## config.mk

```make
export PLATFORM = sky130hd
export DESIGN_NAME = ram_window_scheduler
export DESIGN_NICKNAME = d
export VERILOG_FILES = /design/src/rtl/ram_window_scheduler.sv
export SDC_FILE = /design/constraint.sdc
export NUM_CORES = 1
export LEC_CHECK = 0
export ABC_AREA = 1
export CAP_MARGIN = 20
export CORE_MARGIN = 4
export CORE_UTILIZATION = 45
export DETAILED_ROUTE_END_ITERATION = 7
export PLACE_DENSITY_LB_ADDON = 0.15
export SYNTH_ARGS = -nofsm -noshare
export SYNTH_HDL_FRONTEND = slang
export SYNTH_SLANG_ARGS = --single-unit
```

## constraint.sdc

```tcl
create_clock -name clk -period 3.3 [get_ports clk]
set_clock_uncertainty 0.2 [all_clocks]
set_input_delay 0.495 -clock clk [delete_from_list [all_inputs] [get_ports clk]]
set_output_delay 0.495 -clock clk [all_outputs]
set_load 0.01 [all_outputs]
```

## src/rtl/ram_window_scheduler.sv

```systemverilog
// Shares a single-port feature RAM between a word-write loader and a KxK window reader,
// scanning every window of the configured image in raster order and presenting each one.
//
// state   | meaning
// --------+-----------------------------------------------------------
// IDLE    | RAM idle; round-robin grant between loader write and scan read
// WR      | loader word write in flight, waiting for ram_finish
// RD      | window read in flight at (row, col), waiting for ram_finish
// PRESENT | window held on RAM output; waits for win_ready, advances scan
// GAP     | one idle cycle so the RAM sees a fresh enable rise
module ram_window_scheduler #(
    parameter int ADDR_W  = 16,
    parameter int DATA_W  = 16,
    parameter int K       = 5,
    parameter int STRIDE  = 1,
    parameter int TIMEOUT = 255
) (
    input  logic              clk,
    input  logic              rst_n,
    input  logic              start,
    input  logic [ADDR_W-1:0] img_base,
    input  logic [ADDR_W-1:0] img_w,
    input  logic [ADDR_W-1:0] img_h,
    input  logic              wr_req,
    input  logic [ADDR_W-1:0] wr_addr,
    input  logic [DATA_W-1:0] wr_data,
    output logic              wr_ack,
    output logic              win_valid,
    input  logic              win_ready,
    output logic [ADDR_W-1:0] win_row,
    output logic [ADDR_W-1:0] win_col,
    output logic              busy,
    output logic              done,
    output logic              error,
    output logic              ram_enable,
    output logic              ram_write,
    output logic [ADDR_W-1:0] ram_address,
    output logic [ADDR_W-1:0] ram_offset,
    output logic [DATA_W-1:0] ram_input_data,
    input  logic              ram_finish
);

    localparam int TW = $clog2(TIMEOUT + 1);
    localparam int XW = ADDR_W + 2;
    localparam logic [TW-1:0]     TO_LOAD = TW'(TIMEOUT);
    localparam logic [XW-1:0]     STEP_X  = XW'(STRIDE);
    localparam logic [XW-1:0]     K_X     = XW'(K);
    localparam logic [ADDR_W-1:0] STEP_A  = ADDR_W'(STRIDE);

    typedef enum logic [2:0] {IDLE, WR, RD, PRESENT, GAP} state_t;

    state_t state, state_nxt;

    logic [ADDR_W-1:0] row_base;
    logic [ADDR_W-1:0] w_q;
    logic [ADDR_W-1:0] h_q;
    logic [ADDR_W-1:0] row;
    logic [ADDR_W-1:0] col;
    logic              busy_q;
    logic              done_q;
    logic              error_q;
    logic              prio_wr;
    logic [TW-1:0]     tcnt;

    logic grant_wr;
    logic grant_rd;
    logic timeout;
    logic win_adv;
    logic col_wrap;
    logic scan_last;
    logic degenerate;
    logic tcnt_last;

    // Extended-width compares so col+STRIDE+K cannot wrap around ADDR_W.
    always_comb begin
        col_wrap   = ({2'b00, col} + STEP_X + K_X) > {2'b00, w_q};
        scan_last  = ({2'b00, row} + STEP_X + K_X) > {2'b00, h_q};
        degenerate = ({2'b00, img_w} < K_X) || ({2'b00, img_h} < K_X);
        tcnt_last  = (tcnt == TW'(1));
    end

    always_ff @(posedge clk or negedge rst_n) begin
        if (!rst_n) begin
            state <= IDLE;
        end else begin
            state <= state_nxt;
        end
    end

    always_comb begin
        state_nxt      = state;
        grant_wr       = 1'b0;
        grant_rd       = 1'b0;
        timeout        = 1'b0;
        win_adv        = 1'b0;
        ram_enable     = 1'b0;
        ram_write      = 1'b0;
        ram_address    = '0;
        ram_input_data = '0;
        wr_ack         = 1'b0;
        win_valid      = 1'b0;
        case (state)
            IDLE: begin
                if (wr_req && (!busy_q || prio_wr)) begin
                    grant_wr  = 1'b1;
                    state_nxt = WR;
                end else if (busy_q) begin
                    grant_rd  = 1'b1;
                    state_nxt = RD;
                end
            end
            WR: begin
                ram_enable     = 1'b1;
                ram_write      = 1'b1;
                ram_address    = wr_addr;
                ram_input_data = wr_data;
                if (ram_finish) begin
                    wr_ack    = 1'b1;
                    state_nxt = GAP;
                end else if (tcnt_last) begin
                    timeout   = 1'b1;
                    state_nxt = IDLE;
                end
            end
            RD: begin
                ram_enable  = 1'b1;
                ram_address = row_base + col;
                if (ram_finish) begin
                    state_nxt = PRESENT;
                end else if (tcnt_last) begin
                    timeout   = 1'b1;
                    state_nxt = IDLE;
                end
            end
            PRESENT: begin
                win_valid = 1'b1;
                if (win_ready) begin
                    win_adv   = 1'b1;
                    state_nxt = GAP;
                end
            end
            GAP: begin
                state_nxt = IDLE;
            end
            default: begin
                state_nxt = IDLE;
            end
        endcase
    end

    always_ff @(posedge clk or negedge rst_n) begin
        if (!rst_n) begin
            row_base <= '0;
            w_q      <= '0;
            h_q      <= '0;
            row      <= '0;
            col      <= '0;
            busy_q   <= 1'b0;
            done_q   <= 1'b0;
            error_q  <= 1'b0;
            prio_wr  <= 1'b1;
            tcnt     <= '0;
        end else begin
            done_q <= 1'b0;
            // Down-counter reloads on every grant; the grant also hands priority to the other side.
            if (grant_wr) begin
                tcnt    <= TO_LOAD;
                prio_wr <= 1'b0;
            end else if (grant_rd) begin
                tcnt    <= TO_LOAD;
                prio_wr <= 1'b1;
            end else if ((state == WR || state == RD) && !ram_finish) begin
                tcnt <= tcnt - 1'b1;
            end
            if (win_adv) begin
                if (col_wrap) begin
                    col      <= '0;
                    row      <= row + STEP_A;
                    row_base <= row_base + STEP_A * w_q;
                    if (scan_last) begin
                        done_q <= 1'b1;
                        busy_q <= 1'b0;
                    end
                end else begin
                    col <= col + STEP_A;
                end
            end
            if (timeout) begin
                error_q <= 1'b1;
                busy_q  <= 1'b0;
            end
            if (start && !busy_q) begin
                row_base <= img_base;
                w_q      <= img_w;
                h_q      <= img_h;
                row      <= '0;
                col      <= '0;
                error_q  <= 1'b0;
                if (degenerate) begin
                    done_q <= 1'b1;
                end else begin
                    busy_q <= 1'b1;
                end
            end
        end
    end

    assign win_row    = row;
    assign win_col    = col;
    assign busy       = busy_q;
    assign done       = done_q;
    assign error      = error_q;
    assign ram_offset = w_q;

endmodule
```

==> impl_results.md, run 1 <==
- Status: completed
- Setup CP Type: reg -> out
- Cts bufs inserted: 9
- Iter 0 DRT Violations: between 500 and 600
- Critical-path cell list: buf_4, ha_1, nand3_1, nand2_1, nand2_1, a21oi_2, or2_2, nand3_1, nand2_1, clkdlybuf4s50_1
- Root Buffer: clkbuf_16
- Min-Delay Endpoint: h_q[13]$_DFFE_PN0P_
- Via count: ~8400
- Most common cell after layout, fill and taps aside: nand2_1
- Overflow after GRT: 0
- Cells after synthesis: roughly 1200
- Number of global-route vias before repair: ~7900
- Antenna Nets Post-Route: 0
- Diode count: 0
- Pwr Density: approximately 400 nW/um^2
- Area Overhead vs Synth: 34.4%
- Final period util: 95.0%
- Critical Path Start Type: flop
- Chip width: roughly 140 um
- Top post-synthesis cells by area: dfrtp_1, nand2_1, ha_1
- DR WL/cell: roughly 16 um
- Hold Path Class: reg -> reg
- Share of the synthesized area in the top cell type: 29.1%
- Slowest cell on the critical path: clkdlybuf4s50_1
- Latest clock arrival within the worst-skew pair: 360 ps
- Synth area leader: dfrtp_1
- Max-cap viol count: 0
- Most frequent cells in the layout: nand2_1, clkdlybuf4s50_1, inv_1
- Largest net degree at the start of global routing: between 40 and 50
- # clock sinks: 95
- CP most frequent cell: nand2_1
- Number of synthesized flops with an enable pin: 0
- Worst-Margin Slew: roughly 660 ps
- Clock-pin slew on the worst setup and hold paths: approximately 70 ps
- Ys async rst share: 100%
- # setup viols final: 0
- Worst Hold Depth: 2
- Number of synthesized register bits: 95
- Row count: 48
- CTS tree: yes
- R2r endpoint: row_base[1]$_DFFE_PN0P_
- CP Data Required Time: approximately 2600 ps
- Die area: approximately 20000 um^2
- Nets: ~1600
- Synth warnings: 0
- Die span in y: around 140 um
- Core ar.: 17400 um^2
- Deepest clock path buffer count: 2
- Total global-route track usage: 24.6%
- Final Slew Violations: 0
- Reg2reg path depth: 19
- Mapped Avg Cell Area: 6.75 um^2
- VDD IR-drop max: about 0.00032 V
- Routability cong.: 0.947
- Layout Cells excl Fill: ~1600
- Num ports: 173
- DRC viols: 0
- H-tree depth: 3
- Final WL: about 26000 um
- TritonRoute pass-1 iters: 5
- Layout cells sized above 1: a little under a tenth
- Crit. End Element: output port
- Initial Util: 46.4%
- Lkg Pwr: around 5.6 nW
- Hold Path Origin: h_q[13]$_DFFE_PN0P_
- Primary FF master, synth: dfrtp_1
- CP Max Fanout: 7
- Synthesized area: 8080 um^2
- Critical R2R Launch: win_col[2]$_DFFE_PN0P_
- Vias per std cell: between 5 and 6
- Slew HR: 55.6%
- Syn Nets: between 1000 and 1500
- Final Hold Viols: 0
- Filler instances: roughly 1700
- Buffers added on ports: 172
- Max frequency: 0.319 GHz
- Setup slack, reg-to-reg: 180 ps
- Final period demand of the worst path: around 3100 ps
- Distinct cells, synth: 48
- Global-route wire length before repair: around 40000 um
- Fraction of the yosys area taken by sequential cells: between 20% and 30%
- Pwr Total: between 4 and 5 mW
- Post-Place Cells: between 1500 and 2000
- Arr. time, crit path: 2440 ps
- Max stage delay on crit path: approximately 530 ps
- Initial antenna violation count: 0
- Dpl hpwl: ~20000 um
## power by group
part           total (mW)  leakage [nW]  internal (mW)  switching, mW
Sequential           1.37          1.14           1.27          0.104
Clock                1.10         0.149          0.613          0.490
Combinational        1.92          4.26          0.862           1.05
Total                4.39          5.55           2.74           1.65
## final cells by class
type	count	area (um^2)	area share (%)
clock buffers	10	239	2.20
clock inverters	6	68.8	0.634
inverters	164	619	5.71
multi-input cells	906	5090	46.9
flip-flops and latches	95	2390	22.0
well taps	225	282	2.59
repair buffers	218	2170	20.0
## routing by layer
| layer | track usage (%) | share of wire, % |
|---|---|---|
| met1 | 32.8 | 44 |
| met2 | 41.0 | 47 |
| met3 | 3.16 | 6.3 |
| met4 | 8.89 | 2.9 |
| met5 | 0 | 0 |
## worst max path at each step
stage          slack (ps)                  endpoint               startpoint  depth (start not counted)
5_1_grt               -20   win_row[11]$_DFFE_PN0P_   win_col[6]$_DFFE_PN0P_                         19
6_report              160            ram_address[5]   win_col[1]$_DFFE_PN0P_                         10
3_5_place_dp          110           ram_address[13]   win_col[6]$_DFFE_PN0P_                         11
4_1_cts               0.2           ram_address[14]  win_col[13]$_DFFE_PN0P_                          9
2_1_floorplan         250  row_base[10]$_DFFE_PN0P_   win_col[1]$_DFFE_PN0P_                         18
3_3_place_gp          140           ram_address[13]   win_col[6]$_DFFE_PN0P_                         11
## logic make-up after synthesis
kind of cell | after synthesis | synth area share, %
AO/OA/AOI/OAI | 150 | 10.2
XOR/XNOR | 57 | 6.18
adder cells (fa/ha/maj) | 72 | 11.3
buffers and inverters | 197 | 9.76
flip-flops | 95 | 29.5
AND/OR/NAND/NOR | 626 | 33.0
## metrics by stage
step / worst slack (ps) / instance area (um^2) / util (%) / setup TNS [ps] / hold slack (ps)
floorplan: 251 / 8080 / - / 0 / -0.591
global placement: 138 / 10200 / 58.3 / 0 / 276
detailed placement: 114 / 10200 / 58.3 / 0 / 283
CTS: 0.228 / 10600 / 60.7 / 0 / 297
global route: -22.3 / 10900 / 62.3 / -162 / 332
finish: 164 / 10900 / 62.3 / 0 / 295
## cell usage after synthesis (all sizes together), types with 15 or more instances
master and instances:
a21oi 44, buf 18, clkbuf 15, dfrtp 94, ha 70, inv 163
nand2 371, nand3 90, nand4 16, nor2 110, nor3 22, o21ai 75
xnor2 18, xor2 39
## state kept, by name, indices dropped and copies added, names as in the netlist
register and flops:
h_q 16, ram_offset 16, row_base 16, win_col 16, win_row 16, tcnt 8
state 3, busy 1, done 1, error 1, prio_wr 1
## worst max-delay path: cells and delay by family (launching register included)
kind / cells / cell delay, ps
AND/OR/NAND/NOR: 6 / 570
flip-flops: 1 / 380
buffers and inverters: 2 / 700
adder cells (fa/ha/maj): 1 / 280
AO/OA/AOI/OAI: 1 / 160
## what timing repair did
item | in CTS | in global routing
endpoints found under the setup margin | 8 | 60
pin swaps | 1 | 8
hold endpoints to repair | 41 | 0
resized for setup | 21 | 39
buffers inserted | 4 | 4
gates cloned | 0 | 5
hold buffers | 1 | 0
No activity file was read; power rests on OpenSTA's default activity.
==> run 2, diff against run 1 <==
- SKIP_LAST_GASP: not set -> 1
==> run 2 against run 1 <==
  * Fmax fell by 3.7%
  * Cell count did not move
  * Clock power barely moved
  * Power barely moved
  * Die area did not move
  * Wire length barely moved
  * Non-clock buffer count did not move
  * Combinational power barely moved
  * Core utilization barely moved
  * Register-to-register slack barely moved
  * Sequential share of layout area barely moved
  * Largest cell class unchanged
  * Highest routed layer unchanged
==> impl_results.md, run 2 (synthesis results as in run 1) <==
- Status: completed
- Final period util: 98.6% (+3.6 points)
- Critical Path Start Type: flop
- Post-Place Worst Slack: 114 ps (unchanged)
- # clock sinks: 95 (unchanged)
- Deepest clock path buffer count: 2 (unchanged)
- Nets: 1552 (unchanged)
- Die area: 20200 um^2 (unchanged)
- CP Max Fanout: 4 (-3)
- Filler instances: 1662 (+0.12%)
- Final hold slack: 294 ps (-0.738 ps)
- H-tree depth: 3 (unchanged)
- Max-cap viol count: 0 (unchanged)
- Via count: 8364 (+0.16%)
- Reg2reg path depth: 19 (unchanged)
- Dpl hpwl: 19800 um (unchanged)
- Buffers added on ports: 172 (unchanged)
- Number of global-route vias before repair: 7856 (unchanged)
- Most frequent cells in the layout: nand2_1, clkdlybuf4s50_1, inv_1
- Worst-Margin Slew: 661 ps (unchanged)
- Iter 0 DRT Violations: 506 (-0.59%)
- Critical-path cell list: ha_1, a21oi_2, o21ai_0, a21oi_1, o21ai_2, a21oi_1, o21ai_0, nand2_1, clkdlybuf4s50_1
- Final Hold Viols: 0 (unchanged)
- Chip width: 142 um (unchanged)
- CTS tree: yes
- Initial antenna violation count: 0 (unchanged)
- Max frequency: 0.307 GHz (-3.7%)
- Die span in y: 142 um (unchanged)
- Final WL: 25700 um (about the same)
- Lkg Pwr: 5.53 nW (-0.32%)
- DR WL/cell: 15.9 um (about the same)
- Num ports: 173 (unchanged)
- Setup slack, reg-to-reg: 180 ps (about the same)
- RSZ-0062 raised after global routing: true
- Max stage delay on crit path: 520 ps (about the same)
- Pwr Total: 4.39 mW (about the same)
- Hold Path Origin: h_q[13]$_DFFE_PN0P_
- Setup WS post-layout: 45.7 ps (-119 ps)
- Row count: 48 (unchanged)
- Root Buffer: clkbuf_16
- Clock-pin slew on the worst setup and hold paths: 70 ps (about the same)
- Antenna Nets Post-Route: 0 (unchanged)
- Area Overhead vs Synth: 34.3% (about the same)
- Diode count: 0 (unchanged)
- CP startpoint: win_col[7]$_DFFE_PN0P_
- Crit. End Element: output port
- Core ar.: 17400 um^2 (unchanged)
- Cts bufs inserted: 9 (unchanged)
- Arr. time, crit path: 2560 ps (+120 ps)
- Global-route wire length before repair: 39700 um (unchanged)
- TritonRoute pass-1 iters: 5 (unchanged)
- VDD IR-drop max: 0.000323 V (+0.14%)
- Routability cong.: 0.947 (unchanged)
- # setup viols final: 0 (unchanged)
- Slew HR: 55.6% (unchanged)
- Hold Path Class: reg -> reg
- Layout cells sized above 1: 9.08% (-0.071 points)
- Latest clock arrival within the worst-skew pair: 360 ps (about the same)
- Critical R2R Launch: win_col[6]$_DFFE_PN0P_
- Total global-route track usage: 24.6% (unchanged)
- Initial Util: 46.4% (unchanged)
- Overflow after GRT: 0 (unchanged)
- Most common cell after layout, fill and taps aside: nand2_1
- Slowest cell on the critical path: clkdlybuf4s50_1
- Largest net degree at the start of global routing: 46 (unchanged)
- DRC viols: 0 (unchanged)
- Final Slew Violations: 0 (unchanged)
- R2r endpoint: row_base[1]$_DFFE_PN0P_
- Worst Hold Depth: 2 (unchanged)
- Pwr Density: 405 nW/um^2 (about the same)
- Min-Delay Endpoint: h_q[13]$_DFFE_PN0P_
- Setup CP Type: reg -> out
- CP Data Required Time: 2600 ps (about the same)
- Final period demand of the worst path: 3250 ps (+119 ps)
- Vias per std cell: 5.15 (+0.16%)
## run 2: what timing repair did
item | CTS | global route
endpoints found under the hold margin | 41 | 0
hold buffers | 1 | 0
endpoints found under the setup margin | 8 | 60
buffers inserted | 4 | 4
gates cloned | 0 | 5
pin swaps | 1 | 8
resized for setup | 21 | 37
## run 2: power breakdown
group / total, mW / internal [mW] / switching [mW]
logic: 1.92 / 0.862 / 1.05
clock network: 1.10 / 0.613 / 0.489
registers: 1.37 / 1.27 / 0.104
total: 4.39 / 2.74 / 1.65
## run 2: worst max path at each step
stage / to / slack (ps) / cells after the start
after detailed placement: ram_address[13] / 110 / 11
final: ram_address[14] / 50 / 9
after floorplan: row_base[10]$_DFFE_PN0P_ / 250 / 18
after global routing: ram_address[14] / -130 / 12
after global placement: ram_address[13] / 140 / 11
after CTS: ram_address[14] / 0.2 / 9
## run 2: critical path: cells and delay by family, from the launching register on
kind                     cells  cell delay [ps]
AO/OA/AOI/OAI                6              800
adder cells (fa/ha/maj)      1              380
buffers and inverters        1              520
flip-flops                   1              440
AND/OR/NAND/NOR              1               60
## run 2: area by class of cell
type / instances / area, um^2 / area share [%]
Clock inverter: 6 / 68.8 / 0.634
Inverter: 164 / 619 / 5.71
Multi-Input combinational cell: 906 / 5090 / 46.9
Tap cell: 225 / 282 / 2.60
Clock buffer: 10 / 239 / 2.20
Sequential cell: 95 / 2390 / 22.0
Timing Repair Buffer: 218 / 2170 / 20.0
## run 2: per-layer routing
metal	track usage (%)	part of all wire (%)	up-vias
met5	0	0	-
met4	8.89	3.0	0
met3	3.16	6.6	38
met2	41.0	47	266
met1	32.8	43	3824
li1	-	-	4236
## run 2: stage by stage
stage	utilization (%)	area [um^2]	cells	setup TNS (ps)
2_1_floorplan	-	8080	1197	0
3_3_place_gp	58.3	10200	1594	0
3_5_place_dp	58.3	10200	1594	0
4_1_cts	60.7	10600	1615	0
5_1_grt	62.3	10800	1624	-304
6_report	62.3	10800	1624	0
